## config.mk

```make
export PLATFORM = sky130hd
export DESIGN_NAME = dispatch_nch
export DESIGN_NICKNAME = d
export VERILOG_FILES = /design/src/rtl/types_pkg.sv /design/src/rtl/dispatch_hold_slot.sv /design/src/rtl/dispatch_nch.sv
export SDC_FILE = /design/constraint.sdc
export NUM_CORES = 1
export LEC_CHECK = 0
export CORE_MARGIN = 5
export CORE_UTILIZATION = 45
export CTS_CLUSTER_DIAMETER = 60
export DETAILED_ROUTE_END_ITERATION = 8
export PLACE_DENSITY_LB_ADDON = 0.2
export SYNTH_ARGS = -nofsm -noshare
export SYNTH_HDL_FRONTEND = slang
export SYNTH_SLANG_ARGS = --single-unit
```

## constraint.sdc

```tcl
create_clock -name clk -period 3.9 [get_ports clk]
set_input_delay 0.78 -clock clk [delete_from_list [all_inputs] [get_ports clk]]
set_output_delay 0.78 -clock clk [all_outputs]
set_load 0.05 [all_outputs]
```

## src/rtl/types_pkg.sv

```systemverilog
// Shared types for the dispatch stage: rename packet, dispatch payload and FU channel indices.
package types_pkg;

  localparam int unsigned FU_ALU = 0;
  localparam int unsigned FU_BR  = 1;
  localparam int unsigned FU_MEM = 2;

  localparam int unsigned PKT_PREG_W = 7;
  localparam int unsigned PKT_ROB_W  = 5;

  // Packet coming out of rename.
  typedef struct packed {
    logic [6:0]            opcode;
    logic [31:0]           pc;
    logic [2:0]            func3;
    logic [6:0]            func7;
    logic [31:0]           imm;
    logic [PKT_PREG_W-1:0] ps1;
    logic [PKT_PREG_W-1:0] ps2;
    logic [PKT_PREG_W-1:0] pd_new;
    logic [PKT_PREG_W-1:0] pd_old;
  } rename_data;

  // Payload written into the selected reservation station.
  typedef struct packed {
    logic [6:0]            opcode;
    logic [31:0]           pc;
    logic [2:0]            func3;
    logic [6:0]            func7;
    logic [31:0]           imm;
    logic [PKT_PREG_W-1:0] prd;
    logic [PKT_PREG_W-1:0] pr1;
    logic [PKT_PREG_W-1:0] pr2;
    logic [PKT_ROB_W-1:0]  rob_index;
    logic                  pr1_ready;
    logic                  pr2_ready;
  } dispatch_pipeline_data;

endpackage

```

## src/rtl/dispatch_hold_slot.sv

```systemverilog
// One per-channel holding slot: valid bit, packet and operand-ready bits with CDB wakeup.
// Ports: capture loads pkt_in, release_slot frees the slot (capture wins), flush empties it;
// r1_ready_c/r2_ready_c fold a same-cycle CDB match into the stored ready bits.
module dispatch_hold_slot
  import types_pkg::*;
#(
  parameter int unsigned NUM_CDB = 3,
  parameter int unsigned PREG_W  = 7
) (
  input  logic                      clk,
  input  logic                      reset,
  input  logic                      capture,
  input  logic                      release_slot,
  input  logic                      flush,
  input  rename_data                pkt_in,
  input  logic                      pr1_is_ready,
  input  logic                      pr2_is_ready,
  input  logic [NUM_CDB*PREG_W-1:0] cdb_preg_in,
  input  logic [NUM_CDB-1:0]        cdb_valid_in,
  output logic                      valid,
  output rename_data                pkt,
  output logic                      r1_ready_c,
  output logic                      r2_ready_c
);

  logic r1_q, r2_q;
  logic hit_in1, hit_in2, hit_q1, hit_q2;

  // CDB tag matches against the incoming packet and the held packet.
  always_comb begin
    hit_in1 = 1'b0;
    hit_in2 = 1'b0;
    hit_q1  = 1'b0;
    hit_q2  = 1'b0;
    for (int k = 0; k < NUM_CDB; k++) begin
      if (cdb_valid_in[k]) begin
        if (cdb_preg_in[k*PREG_W +: PREG_W] == PREG_W'(pkt_in.ps1)) hit_in1 = 1'b1;
        if (cdb_preg_in[k*PREG_W +: PREG_W] == PREG_W'(pkt_in.ps2)) hit_in2 = 1'b1;
        if (cdb_preg_in[k*PREG_W +: PREG_W] == PREG_W'(pkt.ps1))    hit_q1  = 1'b1;
        if (cdb_preg_in[k*PREG_W +: PREG_W] == PREG_W'(pkt.ps2))    hit_q2  = 1'b1;
      end
    end
  end

  // Slot state; p0 is hardwired ready, ready bits only ever set while held.
  always_ff @(posedge clk) begin
    if (!reset) begin
      valid <= 1'b0;
      pkt   <= '0;
      r1_q  <= 1'b0;
      r2_q  <= 1'b0;
    end else if (flush) begin
      valid <= 1'b0;
    end else if (capture) begin
      valid <= 1'b1;
      pkt   <= pkt_in;
      r1_q  <= (pkt_in.ps1 == '0) | pr1_is_ready | hit_in1;
      r2_q  <= (pkt_in.ps2 == '0) | pr2_is_ready | hit_in2;
    end else if (release_slot) begin
      valid <= 1'b0;
    end else if (valid) begin
      r1_q <= r1_q | hit_q1;
      r2_q <= r2_q | hit_q2;
    end
  end

  assign r1_ready_c = r1_q | hit_q1;
  assign r2_ready_c = r2_q | hit_q2;

endmodule

```

## src/rtl/dispatch_nch.sv

```systemverilog
// N-channel dispatch: holds one packet per FU channel and issues at most one per cycle
// round-robin to its reservation station, allocating the ROB entry and marking pd_new busy.
// Ports: rename handshake (valid_in/data_in/fu_sel_in/ready_in), per-RS strobes and shared
// payload, PRF query and busy mark, CDB wakeup, ROB allocate, mispredict flush, sticky err_out.
module dispatch_nch
  import types_pkg::*;
#(
  parameter int unsigned NUM_FU  = 3,
  parameter int unsigned NUM_CDB = 3,
  parameter int unsigned PREG_W  = 7,
  parameter int unsigned ROB_W   = 5
) (
  input  logic                      clk,
  input  logic                      reset,
  input  logic                      valid_in,
  input  rename_data                data_in,
  input  logic [NUM_FU-1:0]         fu_sel_in,
  output logic                      ready_in,
  output logic [NUM_FU-1:0]         rs_valid_out,
  output dispatch_pipeline_data     rs_data_out,
  input  logic [NUM_FU-1:0]         rs_ready_in,
  output logic [PREG_W-1:0]         nr_reg_out,
  output logic                      nr_valid_out,
  output logic [PREG_W-1:0]         query_ps1,
  output logic [PREG_W-1:0]         query_ps2,
  input  logic                      pr1_is_ready,
  input  logic                      pr2_is_ready,
  input  logic [NUM_CDB*PREG_W-1:0] cdb_preg_in,
  input  logic [NUM_CDB-1:0]        cdb_valid_in,
  output logic                      rob_we_out,
  output logic [PREG_W-1:0]         rob_pd_new_out,
  output logic [PREG_W-1:0]         rob_pd_old_out,
  output logic [31:0]               rob_pc_out,
  input  logic [ROB_W-1:0]          rob_tag_in,
  input  logic                      rob_full_in,
  input  logic                      mispredict,
  output logic                      err_out
);

  localparam int unsigned PTR_W = (NUM_FU > 1) ? $clog2(NUM_FU) : 1;

  logic [NUM_FU-1:0] slot_valid;
  logic [NUM_FU-1:0] slot_r1;
  logic [NUM_FU-1:0] slot_r2;
  rename_data        slot_pkt [NUM_FU];

  logic [NUM_FU-1:0] eligible;
  logic [NUM_FU-1:0] grant_vec;
  logic [NUM_FU-1:0] capture_vec;
  logic              grant_any;
  logic [PTR_W-1:0]  winner;
  logic [PTR_W-1:0]  cand;
  logic [PTR_W-1:0]  rr_ptr;
  logic              sel_ok;
  rename_data        win_pkt;

  assign sel_ok   = $onehot(fu_sel_in);
  assign eligible = slot_valid & rs_ready_in & {NUM_FU{~rob_full_in & ~mispredict}};

  // Round-robin pick: first eligible slot at or after rr_ptr.
  always_comb begin
    grant_vec = '0;
    grant_any = 1'b0;
    winner    = '0;
    cand      = '0;
    for (int i = 0; i < NUM_FU; i++) begin
      cand = PTR_W'((int'(rr_ptr) + i) % NUM_FU);
      if (!grant_any && eligible[cand]) begin
        grant_any = 1'b1;
        winner    = cand;
      end
    end
    if (grant_any) grant_vec[winner] = 1'b1;
  end

  // A slot being granted this cycle may be refilled in the same cycle.
  assign ready_in    = ~mispredict & sel_ok & ((fu_sel_in & (~slot_valid | grant_vec)) != '0);
  assign capture_vec = fu_sel_in & {NUM_FU{valid_in & ready_in}};

  assign query_ps1 = PREG_W'(data_in.ps1);
  assign query_ps2 = PREG_W'(data_in.ps2);

  for (genvar c = 0; c < NUM_FU; c++) begin : g_slot
    dispatch_hold_slot #(
      .NUM_CDB (NUM_CDB),
      .PREG_W  (PREG_W)
    ) u_slot (
      .clk          (clk),
      .reset        (reset),
      .capture      (capture_vec[c]),
      .release_slot (grant_vec[c]),
      .flush        (mispredict),
      .pkt_in       (data_in),
      .pr1_is_ready (pr1_is_ready),
      .pr2_is_ready (pr2_is_ready),
      .cdb_preg_in  (cdb_preg_in),
      .cdb_valid_in (cdb_valid_in),
      .valid        (slot_valid[c]),
      .pkt          (slot_pkt[c]),
      .r1_ready_c   (slot_r1[c]),
      .r2_ready_c   (slot_r2[c])
    );
  end

  // Pointer advances past the winner; holds on idle and flush cycles.
  always_ff @(posedge clk) begin
    if (!reset) begin
      rr_ptr <= '0;
    end else if (grant_any) begin
      if (int'(winner) == NUM_FU - 1) rr_ptr <= '0;
      else                            rr_ptr <= winner + PTR_W'(1);
    end
  end

  // Sticky flag for packets with a zero or multi-hot channel select.
  always_ff @(posedge clk) begin
    if (!reset)                  err_out <= 1'b0;
    else if (valid_in && !sel_ok) err_out <= 1'b1;
  end

  // Winner payload mux; everything reads zero when nothing is granted.
  always_comb begin
    win_pkt        = slot_pkt[winner];
    rs_valid_out   = grant_vec;
    rob_we_out     = grant_any;
    nr_valid_out   = grant_any;
    rs_data_out    = '0;
    nr_reg_out     = '0;
    rob_pd_new_out = '0;
    rob_pd_old_out = '0;
    rob_pc_out     = '0;
    if (grant_any) begin
      rs_data_out.opcode    = win_pkt.opcode;
      rs_data_out.pc        = win_pkt.pc;
      rs_data_out.func3     = win_pkt.func3;
      rs_data_out.func7     = win_pkt.func7;
      rs_data_out.imm       = win_pkt.imm;
      rs_data_out.prd       = win_pkt.pd_new;
      rs_data_out.pr1       = win_pkt.ps1;
      rs_data_out.pr2       = win_pkt.ps2;
      rs_data_out.rob_index = PKT_ROB_W'(rob_tag_in);
      rs_data_out.pr1_ready = slot_r1[winner];
      rs_data_out.pr2_ready = slot_r2[winner];
      nr_reg_out            = PREG_W'(win_pkt.pd_new);
      rob_pd_new_out        = PREG_W'(win_pkt.pd_new);
      rob_pd_old_out        = PREG_W'(win_pkt.pd_old);
      rob_pc_out            = win_pkt.pc;
    end
  end

endmodule

```

==> results.sh, run 1 <==
export IMPL_status="finished, final reports clean"
export IMPL_clk_path_buf_depth=3
export IMPL_crit_reg2reg_capture="g_slot[0].u_slot.pkt[6]$_SDFFE_PN0P_"
export IMPL_grt_total_usage=0.257
export IMPL_finalWeightedCongestion=0.991
export IMPL_final_antenna_net_count=0
export IMPL_cts_hold_buf=0
export IMPL_intPower_mw=6.36
export IMPL_commonest_cells_after_routing_fill_and_taps_aside="sky130_fd_sc_hd__nand2_1 (591), sky130_fd_sc_hd__dfxtp_1 (339), sky130_fd_sc_hd__mux2i_1 (218)"
export IMPL_layout_drive_gt1_share=0.167
export IMPL_numClockSinks=339
export IMPL_arrival_ns=3.06
export IMPL_critical_path_slowest_cell="sky130_fd_sc_hd__a2111o_1"
export IMPL_ys_warn_count=0
export IMPL_tightestPinTransition_ns=0.950
export IMPL_place_ws_ns=-0.280
export IMPL_hold_path_class="flop to flop"
export IMPL_setup_viol_count_final=0
export IMPL_grt_overflow_total=0
export IMPL_pwr_share_comb=0.096
export IMPL_die_width_um=207
export IMPL_critPathMaxStageDelay_ns=0.43
export IMPL_core_area_um2=38500
export IMPL_final_seq_area_um2=6790
export IMPL_die_area_um2=42800
export IMPL_cp_common_cell="sky130_fd_sc_hd__buf_4"
export IMPL_critical_path_peak_fanout=5
export IMPL_synthCells=2113
export IMPL_finalMaxSlewViolations=0
export IMPL_final_hold_violation_count=0
export IMPL_number_of_flops_mapped_to_enable_cells_by_yosys=0
export IMPL_min_period_over_period=0.985
export IMPL_hpwl_um=39200
export IMPL_final_setup_skew_ns=0.0111
export IMPL_seq_power_share=0.426
export IMPL_rsz0062_at_grt="true"
export IMPL_min_delay_start="g_slot[2].u_slot.pkt[6]$_SDFFE_PN0P_"
export IMPL_hold_path_depth=2
export IMPL_grt_first_pass_wirelength_um=88000
export IMPL_ctsRootBufferMaster="sky130_fd_sc_hd__clkbuf_16"
export IMPL_worstPathBufferInverterCount=5
export IMPL_p_leak_nw=8.81
export IMPL_area_growth_pct=40.6
export IMPL_hold_end="g_slot[2].u_slot.pkt[6]$_SDFFE_PN0P_"
export IMPL_postSynthRegisterBits=339
export IMPL_clkLatencyLatePin_ns=0.55
export IMPL_drtPass1Iterations=8
export IMPL_largest_net_degree_at_the_start_of_global_routing=205
export IMPL_route_detailed_drc=0
export IMPL_max_cap_violations=0
export IMPL_num_rows=72
export IMPL_clk_pin_slew_ns=0.06
export IMPL_cts_max_level=2
export IMPL_layout_cells_most_common="sky130_fd_sc_hd__nand2_1"
export IMPL_grt_pass1_vias=15800
export IMPL_synth_ff_type="sky130_fd_sc_hd__dfxtp_1"
export IMPL_design_final_nets=2480
export IMPL_timing_final_crit_period_ns=3.84
export IMPL_critPathLaunchType="input pin"
export IMPL_average_via_count_per_standard_cell=5.49
export IMPL_critical_path_class="input pin to primary output"
export IMPL_antenna_found_initial=6
export IMPL_initial_utilization=0.454
export IMPL_reg2reg_from="rr_ptr[0]$_SDFFE_PN0P_"
export IMPL_seq_area_frac_synth=0.389
export IMPL_drtIter0Drc=1321
export IMPL_fin_hold_ws_ns=0.455
export IMPL_fmax_mhz=260
export IMPL_asyncSetResetFlopFracSynth=0
export IMPL_filler_cell_count=3138
export IMPL_ir_worst_vdd_mv=0.278
export IMPL_syn_area_per_cell_um2=8.26
export IMPL_switchingPower_mw=2.00
export IMPL_io_pins=334
export IMPL_numPortBuffers=333
export IMPL_switching_share=0.239
export IMPL_required_ns=3.12
export IMPL_vias=15800
export IMPL_cts_buffers_inserted=39
export IMPL_rrSetupSlack_ns=0.90
export IMPL_multi_input_area_um2=8970
export IMPL_timing_critical_path_max_delay_family="compound AO/OA/AOI/OAI gates"
export IMPL_p_per_area_nw_per_um2=341
export IMPL_timing_slew_headroom=0.367
export IMPL_die_height_um=207
export IMPL_critical_path_capture_point_type="primary output"
export IMPL_ys_types=57
export IMPL_wl_cell_um=19.9
export IMPL_path_cells="dlygate4sd2_1 -> nor4bb_4 -> buf_4 -> a2111o_1 -> a21boi_4 -> nor2_4 -> buf_4 -> buf_4 -> a22o_1 -> a22o_1 -> buf_12"
export IMPL_synthesized_net_count=2267
export IMPL_reg2regPathDepth=12
export IMPL_synth_area_um2=17400
export IMPL_cts_tree="yes"
export IMPL_aggregate_routed_wire_length_um=57300
export IMPL_setup_slack_ns=0.0591
export IMPL_pwr_share_clk=0.478
-- sequential cells by signal, indices dropped and copies added, names as in the netlist --
register	count
g_slot.u_slot.pkt	327
g_slot.u_slot.r1_q	3
g_slot.u_slot.r2_q	3
g_slot.u_slot.valid	3
rr_ptr	2
err_out	1
-- routing by layer --
layer,track usage,vias to the layer above,part of all wire
met2,0.425,631,0.48
li1,-,7460,-
met1,0.338,7563,0.41
met4,0.0859,8,0.026
met3,0.0528,111,0.082
met5,0,-,0.00096
-- logic make-up after synthesis --
group | Yosys count | synth area share
flip-flops | 339 | 0.389
buffers and inverters | 364 | 0.108
XOR/XNOR | 168 | 0.0843
AND/OR/NAND/NOR | 710 | 0.166
AO/OA/AOI/OAI | 310 | 0.124
adder cells (fa/ha/maj) | 4 | 0.00316
multiplexers | 218 | 0.125
-- layout make-up --
type | instances | share of cell area
Clock buffer | 49 | 0.0447
Tap cell | 518 | 0.0264
Sequential cell | 339 | 0.277
Timing Repair Buffer | 458 | 0.262
Antenna cell | 2 | 0.000204
Inverter | 78 | 0.0121
Clock inverter | 20 | 0.0128
Multi-Input combinational cell | 1410 | 0.366
-- stage by stage --
step                power [mW]  TNS (ns)  cells  instance area (um2)  utilization
floorplan                 4.09     -4.81   2113                17600            -
global placement          4.42    -13.30   2801                23100        0.600
detailed placement        4.43    -16.98   2801                23100        0.600
CTS                       8.42         0   2872                24500        0.637
global route              8.62  -0.00405   2874                24500        0.638
finish                    8.36         0   2874                24500        0.638
-- worst register-to-register path: stages, from the launching register on --
cell	delay, ns
sky130_fd_sc_hd__dfxtp_1	0.36
sky130_fd_sc_hd__inv_1	0.08
sky130_fd_sc_hd__ha_4	0.31
sky130_fd_sc_hd__nor2_1	0.08
sky130_fd_sc_hd__a2111o_1	0.40
sky130_fd_sc_hd__buf_4	0.16
sky130_fd_sc_hd__a311oi_4	0.29
sky130_fd_sc_hd__buf_4	0.19
sky130_fd_sc_hd__a21o_1	0.16
sky130_fd_sc_hd__o311a_4	0.22
sky130_fd_sc_hd__buf_12	0.21
sky130_fd_sc_hd__buf_12	0.21
sky130_fd_sc_hd__mux2i_1	0.24
-- synth_stat cells (2+ instances only) --
cell	n	area, um2
sky130_fd_sc_hd__a2111oi_2	2	30.0
sky130_fd_sc_hd__a211oi_1	2	15.0
sky130_fd_sc_hd__a21oi_1	128	641
sky130_fd_sc_hd__a222oi_1	66	661
sky130_fd_sc_hd__a22o_1	13	114
sky130_fd_sc_hd__a22oi_1	38	285
sky130_fd_sc_hd__a311oi_1	2	17.5
sky130_fd_sc_hd__a32o_1	2	20.0
sky130_fd_sc_hd__a41o_1	2	20.0
sky130_fd_sc_hd__and2_1	6	37.5
sky130_fd_sc_hd__buf_1	31	116
sky130_fd_sc_hd__buf_12	10	200
sky130_fd_sc_hd__buf_2	27	135
sky130_fd_sc_hd__buf_4	68	510
sky130_fd_sc_hd__buf_6	8	90.1
sky130_fd_sc_hd__clkbuf_1	142	533
sky130_fd_sc_hd__dfxtp_1	339	6790
sky130_fd_sc_hd__ha_1	2	25.0
sky130_fd_sc_hd__inv_1	76	285
sky130_fd_sc_hd__mux2i_1	218	2180
sky130_fd_sc_hd__nand2_1	591	2220
sky130_fd_sc_hd__nand2b_1	2	12.5
sky130_fd_sc_hd__nand3_1	2	10.0
sky130_fd_sc_hd__nand4_1	44	275
sky130_fd_sc_hd__nor2_1	33	124
sky130_fd_sc_hd__nor3_1	8	40.0
sky130_fd_sc_hd__nor3b_1	2	15.0
sky130_fd_sc_hd__nor4_1	12	75.1
sky130_fd_sc_hd__o211ai_1	2	15.0
sky130_fd_sc_hd__o21a_1	5	37.5
sky130_fd_sc_hd__o21ai_0	34	170
sky130_fd_sc_hd__o21bai_1	2	15.0
sky130_fd_sc_hd__or3_1	3	18.8
sky130_fd_sc_hd__or4_1	2	15.0
sky130_fd_sc_hd__xnor2_1	156	1370
sky130_fd_sc_hd__xor2_1	12	105
-- repair_timing --
action	in CTS	in global routing
setup buffers	2	0
setup endpoints to repair	144	92
resized for setup	12	8
pin swaps	2	4
hold endpoints to repair	0	0
-- worst max path at each step --
stage                                 from              end  slack, ns  cells past startpoint
global placement            rs_ready_in[1]  rs_data_out[66]      -0.29                      9
global route        rr_ptr[0]$_SDFFE_PN0P_  rs_data_out[34]     -0.002                     11
detailed placement          rs_ready_in[1]  rs_data_out[66]      -0.28                      9
finish                      rs_ready_in[1]  rs_data_out[10]       0.06                     11
CTS                         rs_ready_in[2]  rs_data_out[28]      0.004                      9
floorplan                       mispredict  rs_data_out[59]      -0.26                      7
-- power by group through the flow --
stage | combinational [mW] | clock (mW) | sequential [mW]
final | 0.803 | 3.99 | 3.56
after global routing | 0.855 | 4.20 | 3.57
after CTS | 0.798 | 4.06 | 3.56
after detailed placement | 0.794 | 0 | 3.64
after global placement | 0.782 | 0 | 3.64
after floorplan | 0.473 | 0 | 3.62
No activity file was read; power rests on OpenSTA's default activity.
==> run 2, diff against run 1 <==
--- a/config.mk
+++ b/config.mk
@@ -10,6 +10,8 @@
 export CTS_CLUSTER_DIAMETER = 60
 export DETAILED_ROUTE_END_ITERATION = 8
 export PLACE_DENSITY_LB_ADDON = 0.2
+export SLEW_MARGIN = 25
 export SYNTH_ARGS = -nofsm -noshare
 export SYNTH_HDL_FRONTEND = slang
 export SYNTH_SLANG_ARGS = --single-unit
+export TNS_END_PERCENT = 5
==> constraint.sdc (replaced) <==
create_clock -name clk -period 3.9 [get_ports clk]
set_input_delay 0.78 -clock clk [delete_from_list [all_inputs] [get_ports clk]]
set_output_delay 0.78 -clock clk [all_outputs]
set_load 0.1 [all_outputs]
==> run 2 against run 1 <==
  * The flow now finishes with violations (DRC)
  * Clock power is 9.3% lower
  * Total power is 4.0% lower
  * Sequential power hardly changed
  * Hold slack hardly changed
  * Register-to-register slack hardly changed
  * Sequential share of layout area is 0.25 points higher
  * Sequential cell count stayed put
  * Cell area is 0.88% lower
  * Critical path type unchanged
  * Critical endpoint is now rs_data_out[0]
==> results.sh, run 2 (same netlist as run 1, synthesis figures left out) <==
export IMPL_clkLatencyLatePin_ns=0.53
export IMPL_hold_end="g_slot[1].u_slot.pkt[10]$_SDFFE_PN0P_"
export IMPL_grt_overflow_total=0
export IMPL_critPathMaxStageDelay_ns=0.69
export IMPL_setup_slack_ns=0.0510
export IMPL_finalMaxSlewViolations=0
export IMPL_area_growth_pct=39.4
export IMPL_drtIter0Drc=1411
export IMPL_final_setup_skew_ns=0.0239
export IMPL_final_antenna_net_count=0
export IMPL_numPortBuffers=333
export IMPL_global_route_peak_usage_layer="met2"
export IMPL_cp_common_cell="sky130_fd_sc_hd__nor2_1"
export IMPL_setup_tns_ns=0
export IMPL_critical_path_peak_fanout=7
export IMPL_vias=15800
export IMPL_path_cells="clkdlybuf4s50_1 -> xnor2_1 -> nand4_1 -> nor2_1 -> nor4_1 -> buf_4 -> nor2_1 -> o21a_2 -> buf_12"
export IMPL_grt_first_pass_wirelength_um=89600
export IMPL_max_cap_violations=0
export IMPL_min_delay_start="g_slot[1].u_slot.pkt[10]$_SDFFE_PN0P_"
export IMPL_hpwl_um=40300
export IMPL_timing_final_crit_period_ns=3.85
export IMPL_cts_max_level=2
export IMPL_critPathLaunchType="input pin"
export IMPL_design_final_nets=2464
export IMPL_timing_slew_headroom=0.285
export IMPL_critical_path_class="input pin to primary output"
export IMPL_final_hold_violation_count=0
export IMPL_min_period_over_period=0.987
export IMPL_crit_reg2reg_capture="g_slot[2].u_slot.pkt[37]$_SDFFE_PN0P_"
export IMPL_ctsRootBufferMaster="sky130_fd_sc_hd__clkbuf_16"
export IMPL_failed_checks="DRC"
export IMPL_clk_pin_slew_ns=0.05
export IMPL_die_area_um2=42800
export IMPL_grt_total_usage=0.261
export IMPL_fmax_mhz=260
export IMPL_required_ns=3.12
export IMPL_die_width_um=207
export IMPL_grt_pass1_vias=16200
export IMPL_layout_cells_most_common="sky130_fd_sc_hd__nand2_1"
export IMPL_layout_drive_gt1_share=0.170
export IMPL_largest_register="g_slot.u_slot.pkt"
export IMPL_design_power_total_mw=8.02
export IMPL_setup_viol_count_final=0
export IMPL_num_rows=72
export IMPL_wl_cell_um=20.4
export IMPL_average_via_count_per_standard_cell=5.53
export IMPL_rrSetupSlack_ns=0.91
export IMPL_p_per_area_nw_per_um2=330
export IMPL_route_detailed_drc=11
export IMPL_arrival_ns=3.07
export IMPL_critical_path_slowest_cell="sky130_fd_sc_hd__clkdlybuf4s50_1"
export IMPL_clk_path_buf_depth=3
export IMPL_antenna_found_initial=9
export IMPL_ir_worst_vdd_mv=0.303
export IMPL_cts_hold_buf=0
export IMPL_reg2regPathDepth=11
export IMPL_largest_register_ff_count=327
export IMPL_design_area_um2=24300
export IMPL_filler_cell_count=3196
export IMPL_tightestPinTransition_ns=1.07
export IMPL_rsz0062_at_grt="true"
export IMPL_hold_path_class="flop to flop"
export IMPL_commonest_cells_after_routing_fill_and_taps_aside="sky130_fd_sc_hd__nand2_1 (591), sky130_fd_sc_hd__dfxtp_1 (339), sky130_fd_sc_hd__mux2i_1 (218)"
export IMPL_groute_layer_met1_usage=0.327
export IMPL_largest_net_degree_at_the_start_of_global_routing=139
export IMPL_io_pins=334
export IMPL_p_leak_nw=8.73
export IMPL_critical_path_capture_point_type="primary output"
export IMPL_die_height_um=207
export IMPL_hold_path_depth=2
export IMPL_place_ws_ns=-0.194
export IMPL_status="finished, violations left"
export IMPL_initial_utilization=0.454
export IMPL_cts_buffers_inserted=40
export IMPL_cts_tree="yes"
export IMPL_aggregate_routed_wire_length_um=58500
export IMPL_groute_layer_met2_usage=0.451
export IMPL_numClockSinks=339
export IMPL_finalWeightedCongestion=0.963
export IMPL_reg2reg_from="rr_ptr[0]$_SDFFE_PN0P_"
export IMPL_core_area_um2=38500
export IMPL_use_met3=0.0511
export IMPL_post_detailed_placement_cell_area_um2=22900
export IMPL_drtPass1Iterations=9
## run 2: layer usage
layer / routed length (um) / vias up
met5: 19 / -
met4: 1800 / 4
li1: - / 7423
met1: 23300 / 7661
met2: 28900 / 604
met3: 4440 / 122
## run 2: worst max path at each step
stage / from / to / slack (ns) / cells past startpoint
floorplan: mispredict / rs_data_out[105] / -0.78 / 8
global placement: mispredict / nr_reg_out[1] / -0.14 / 10
detailed placement: mispredict / nr_reg_out[1] / -0.19 / 10
CTS: rr_ptr[0]$_SDFFE_PN0P_ / rs_data_out[17] / 0.008 / 11
global route: mispredict / rs_data_out[1] / -0.02 / 9
finish: cdb_preg_in[20] / rs_data_out[0] / 0.05 / 9
## run 2: layout make-up
class | count | area (um2) | share of cell area
Timing Repair Buffer | 441 | 6290 | 0.259
Clock buffer | 54 | 1160 | 0.0475
Multi-Input combinational cell | 1410 | 8990 | 0.370
Inverter | 78 | 298 | 0.0122
Clock inverter | 13 | 121 | 0.00499
Sequential cell | 339 | 6790 | 0.279
Tap cell | 518 | 648 | 0.0267
Antenna cell | 9 | 22.5 | 0.000926
## run 2: per-stage QoR
step / instances / util / hold WS [ns]
after floorplan: 2113 / - / 0.434
after global placement: 2784 / 0.596 / 0.441
after detailed placement: 2784 / 0.596 / 0.447
after CTS: 2851 / 0.630 / 0.456
after global routing: 2860 / 0.632 / 0.472
final: 2862 / 0.632 / 0.454
## run 2: timing repair
action | 4_1_cts | 5_1_grt
pin swaps | 5 | 5
setup endpoints to repair | 143 | 86
buffers inserted | 0 | 2
gates resized for setup | 6 | 13
## run 2: critical path, delay by kind of cell
family                 cells  cell delay (ns)
XOR/XNOR                   1             0.24
buffers and inverters      3             1.07
AO/OA/AOI/OAI              1             0.23
AND/OR/NAND/NOR            4             0.73
## run 2: report_power, final
part           leakage [nW]  switching [mW]  internal, mW
sequential             2.74          0.0448          3.52
combinational          5.37           0.472         0.369
clock                 0.631            1.47          2.15
total                  8.73            1.99          6.04
==> run 3, diff against run 2 <==
--- a/config.mk
+++ b/config.mk
@@ -10,7 +10,7 @@
 export CTS_CLUSTER_DIAMETER = 60
 export DETAILED_ROUTE_END_ITERATION = 8
 export PLACE_DENSITY_LB_ADDON = 0.2
-export SLEW_MARGIN = 25
+export SLEW_MARGIN = 0
 export SYNTH_ARGS = -nofsm -noshare
 export SYNTH_HDL_FRONTEND = slang
 export SYNTH_SLANG_ARGS = --single-unit
==> constraint.sdc (replaced) <==
create_clock -name clk -period 4 [get_ports clk]
set_input_delay 0.8 -clock clk [delete_from_list [all_inputs] [get_ports clk]]
set_output_delay 0.8 -clock clk [all_outputs]
set_load 0.1 [all_outputs]
==> run 3 against run 2 <==
  * The flow now finishes without violations
  * Clock-buffer cell count down 2
  * Critical path depth did not move
  * Clock skew fell by 0.0086 ns
  * Sequential cell count stayed put
  * Worst setup slack lost 0.027 ns
  * Sequential power shrank 3%
  * Cell area is 0.24% higher
  * Total power fell by 4.4%
  * Largest power group is now sequential cells
  * Sequential share of layout area is 0.066 points lower
  * Largest cell class unchanged
  * Global-route usage is 0.11 points higher
  * Combinational power fell by 2.9%
==> results.sh, run 3 (same netlist as run 1, synthesis figures left out) <==
export IMPL_cts_tree="yes"
export IMPL_layout_drive_gt1_share=0.177
export IMPL_die_area_um2=42800
export IMPL_initial_utilization=0.454
export IMPL_setup_viol_count_final=0
export IMPL_cts_max_level=2
export IMPL_tightestPinTransition_ns=0.974
export IMPL_ctsRootBufferMaster="sky130_fd_sc_hd__clkbuf_16"
export IMPL_critPathMaxStageDelay_ns=0.75
export IMPL_largest_register="g_slot.u_slot.pkt"
export IMPL_numClockSinks=339
export IMPL_design_final_nets=2473
export IMPL_fin_hold_ws_ns=0.452
export IMPL_worstPathBufferInverterCount=3
export IMPL_cts_hold_buf=0
export IMPL_ir_worst_vdd_mv=0.304
export IMPL_dp_cells=2793
export IMPL_cp_common_cell="sky130_fd_sc_hd__nor2_1"
export IMPL_final_core_utilization=0.634
export IMPL_drtIter0Drc=1298
export IMPL_numPortBuffers=333
export IMPL_critPathLaunchType="input pin"
export IMPL_final_setup_skew_ns=0.0153
export IMPL_grt_overflow_total=0
export IMPL_max_cap_violations=0
export IMPL_timing_slew_headroom=0.348
export IMPL_path_cells="clkdlybuf4s50_1 -> buf_4 -> xnor2_1 -> nand4_1 -> nor2_1 -> nor4_1 -> nor2_1 -> o21a_1 -> buf_12"
export IMPL_aggregate_routed_wire_length_um=58600
export IMPL_critical_path_class="input pin to primary output"
export IMPL_largest_net_degree_at_the_start_of_global_routing=157
export IMPL_grt_pass1_vias=16100
export IMPL_hpwl_um=40300
export IMPL_clkLatencyLatePin_ns=0.53
export IMPL_critical_path_capture_point_type="primary output"
export IMPL_grt_total_usage=0.262
export IMPL_required_ns=3.20
export IMPL_clk_path_buf_depth=3
export IMPL_rsz0062_at_grt="true"
export IMPL_finalMaxSlewViolations=0
export IMPL_grt_first_pass_wirelength_um=90000
export IMPL_average_via_count_per_standard_cell=5.54
export IMPL_fmax_mhz=252
export IMPL_hold_path_class="flop to flop"
export IMPL_route_detailed_drc=0
export IMPL_design_power_total_mw=7.67
export IMPL_reg2regPathDepth=11
export IMPL_layout_cells_most_common="sky130_fd_sc_hd__nand2_1"
export IMPL_drtPass1Iterations=8
export IMPL_status="finished, final reports clean"
export IMPL_hold_path_depth=2
export IMPL_setup_tns_ns=0
export IMPL_antenna_found_initial=3
export IMPL_final_antenna_net_count=0
export IMPL_p_leak_nw=8.78
export IMPL_io_pins=334
export IMPL_finalWeightedCongestion=0.954
export IMPL_arrival_ns=3.18
export IMPL_cts_buffers_inserted=38
export IMPL_num_rows=72
export IMPL_critical_path_slowest_cell="sky130_fd_sc_hd__clkdlybuf4s50_1"
export IMPL_finalNonFillerCells=2863
export IMPL_commonest_cells_after_routing_fill_and_taps_aside="sky130_fd_sc_hd__nand2_1 (591), sky130_fd_sc_hd__dfxtp_1 (339), sky130_fd_sc_hd__mux2i_1 (218)"
export IMPL_die_width_um=207
export IMPL_die_height_um=207
export IMPL_wl_cell_um=20.5
export IMPL_min_period_over_period=0.994
export IMPL_p_per_area_nw_per_um2=315
export IMPL_vias=15900
export IMPL_area_growth_pct=39.7
export IMPL_timing_final_crit_period_ns=3.98
export IMPL_final_hold_violation_count=0
export IMPL_timing_critical_path_max_delay_family="buffers and inverters"
export IMPL_largest_register_ff_count=327
export IMPL_clk_pin_slew_ns=0.06
export IMPL_rrSetupSlack_ns=0.99
export IMPL_core_area_um2=38500
export IMPL_critical_path_peak_fanout=7
export IMPL_path_depth=9
[run 3: cell count changes in the layout (fill, tap and decap cells not counted), moves of 3 or more]
cell                        delta
sky130_fd_sc_hd__buf_4        +14
sky130_fd_sc_hd__buf_12       -10
sky130_fd_sc_hd__o21ai_1      -10
sky130_fd_sc_hd__o21ai_4       +7
sky130_fd_sc_hd__diode_2       -6
sky130_fd_sc_hd__a21oi_2       -4
sky130_fd_sc_hd__a22o_1        -4
sky130_fd_sc_hd__a22o_4        +4
sky130_fd_sc_hd__buf_6         +4
sky130_fd_sc_hd__a21oi_4       +3
sky130_fd_sc_hd__clkbuf_16     -3
sky130_fd_sc_hd__o21ai_2       +3
[run 3: routing by layer]
layer	part of all wire	wire length, um	track usage	up-vias
li1	-	-	-	7444
met1	0.39	23000	0.328	7654
met2	0.49	28900	0.456	624
met3	0.080	4720	0.0487	128
met4	0.032	1900	0.0923	4
met5	0.00046	27	0	-
[run 3: worst min-delay path, stage by stage (launching register included)]
cell	delay (ns)
sky130_fd_sc_hd__dfxtp_1	0.30
sky130_fd_sc_hd__nand2_1	0.05
sky130_fd_sc_hd__mux2i_1	0.05
[run 3: what timing repair did]
| action | CTS | global route |
|---|---|---|
| pin swaps | 4 | 9 |
| cloned | 2 | 0 |
| hold endpoints to repair | 0 | 0 |
| endpoints found under the setup margin | 126 | 96 |
| setup buffers | 0 | 2 |
| resized for setup | 28 | 18 |
[run 3: final cells by class]
| class | count | area, um2 |
|---|---|---|
| Timing Repair Buffer | 452 | 6310 |
| Sequential cell | 339 | 6790 |
| Clock inverter | 11 | 108 |
| Fill cell | 3191 | 14100 |
| Inverter | 78 | 298 |
| Antenna cell | 3 | 7.51 |
| Multi-Input combinational cell | 1410 | 9120 |
| Clock buffer | 52 | 1090 |
| Tap cell | 518 | 648 |
[run 3: worst paths after layout]
check                                               end                                  start
hold / removal    g_slot[2].u_slot.pkt[11]$_SDFFE_PN0P_  g_slot[2].u_slot.pkt[11]$_SDFFE_PN0P_
hold reg to reg   g_slot[2].u_slot.pkt[11]$_SDFFE_PN0P_  g_slot[2].u_slot.pkt[11]$_SDFFE_PN0P_
setup / recovery                         rs_data_out[0]                        cdb_preg_in[10]
setup reg to reg  g_slot[0].u_slot.pkt[76]$_SDFFE_PN0P_                 rr_ptr[0]$_SDFFE_PN0P_
[run 3: through the flow]
| stage | setup slack, ns | instance area, um2 |
|---|---|---|
| finish | 0.0243 | 24400 |
| detailed placement | -0.167 | 22900 |
| CTS | -0.00821 | 24200 |
| floorplan | -0.777 | 17600 |
| global route | -0.0271 | 24400 |
| global placement | -0.156 | 22900 |
[run 3: where the power goes]
part / total (mW) / switching, mW / internal [mW]
Combinational: 0.817 / 0.465 / 0.352
Clock: 3.38 / 1.39 / 1.99
Sequential: 3.48 / 0.0433 / 3.43
Total: 7.67 / 1.90 / 5.77
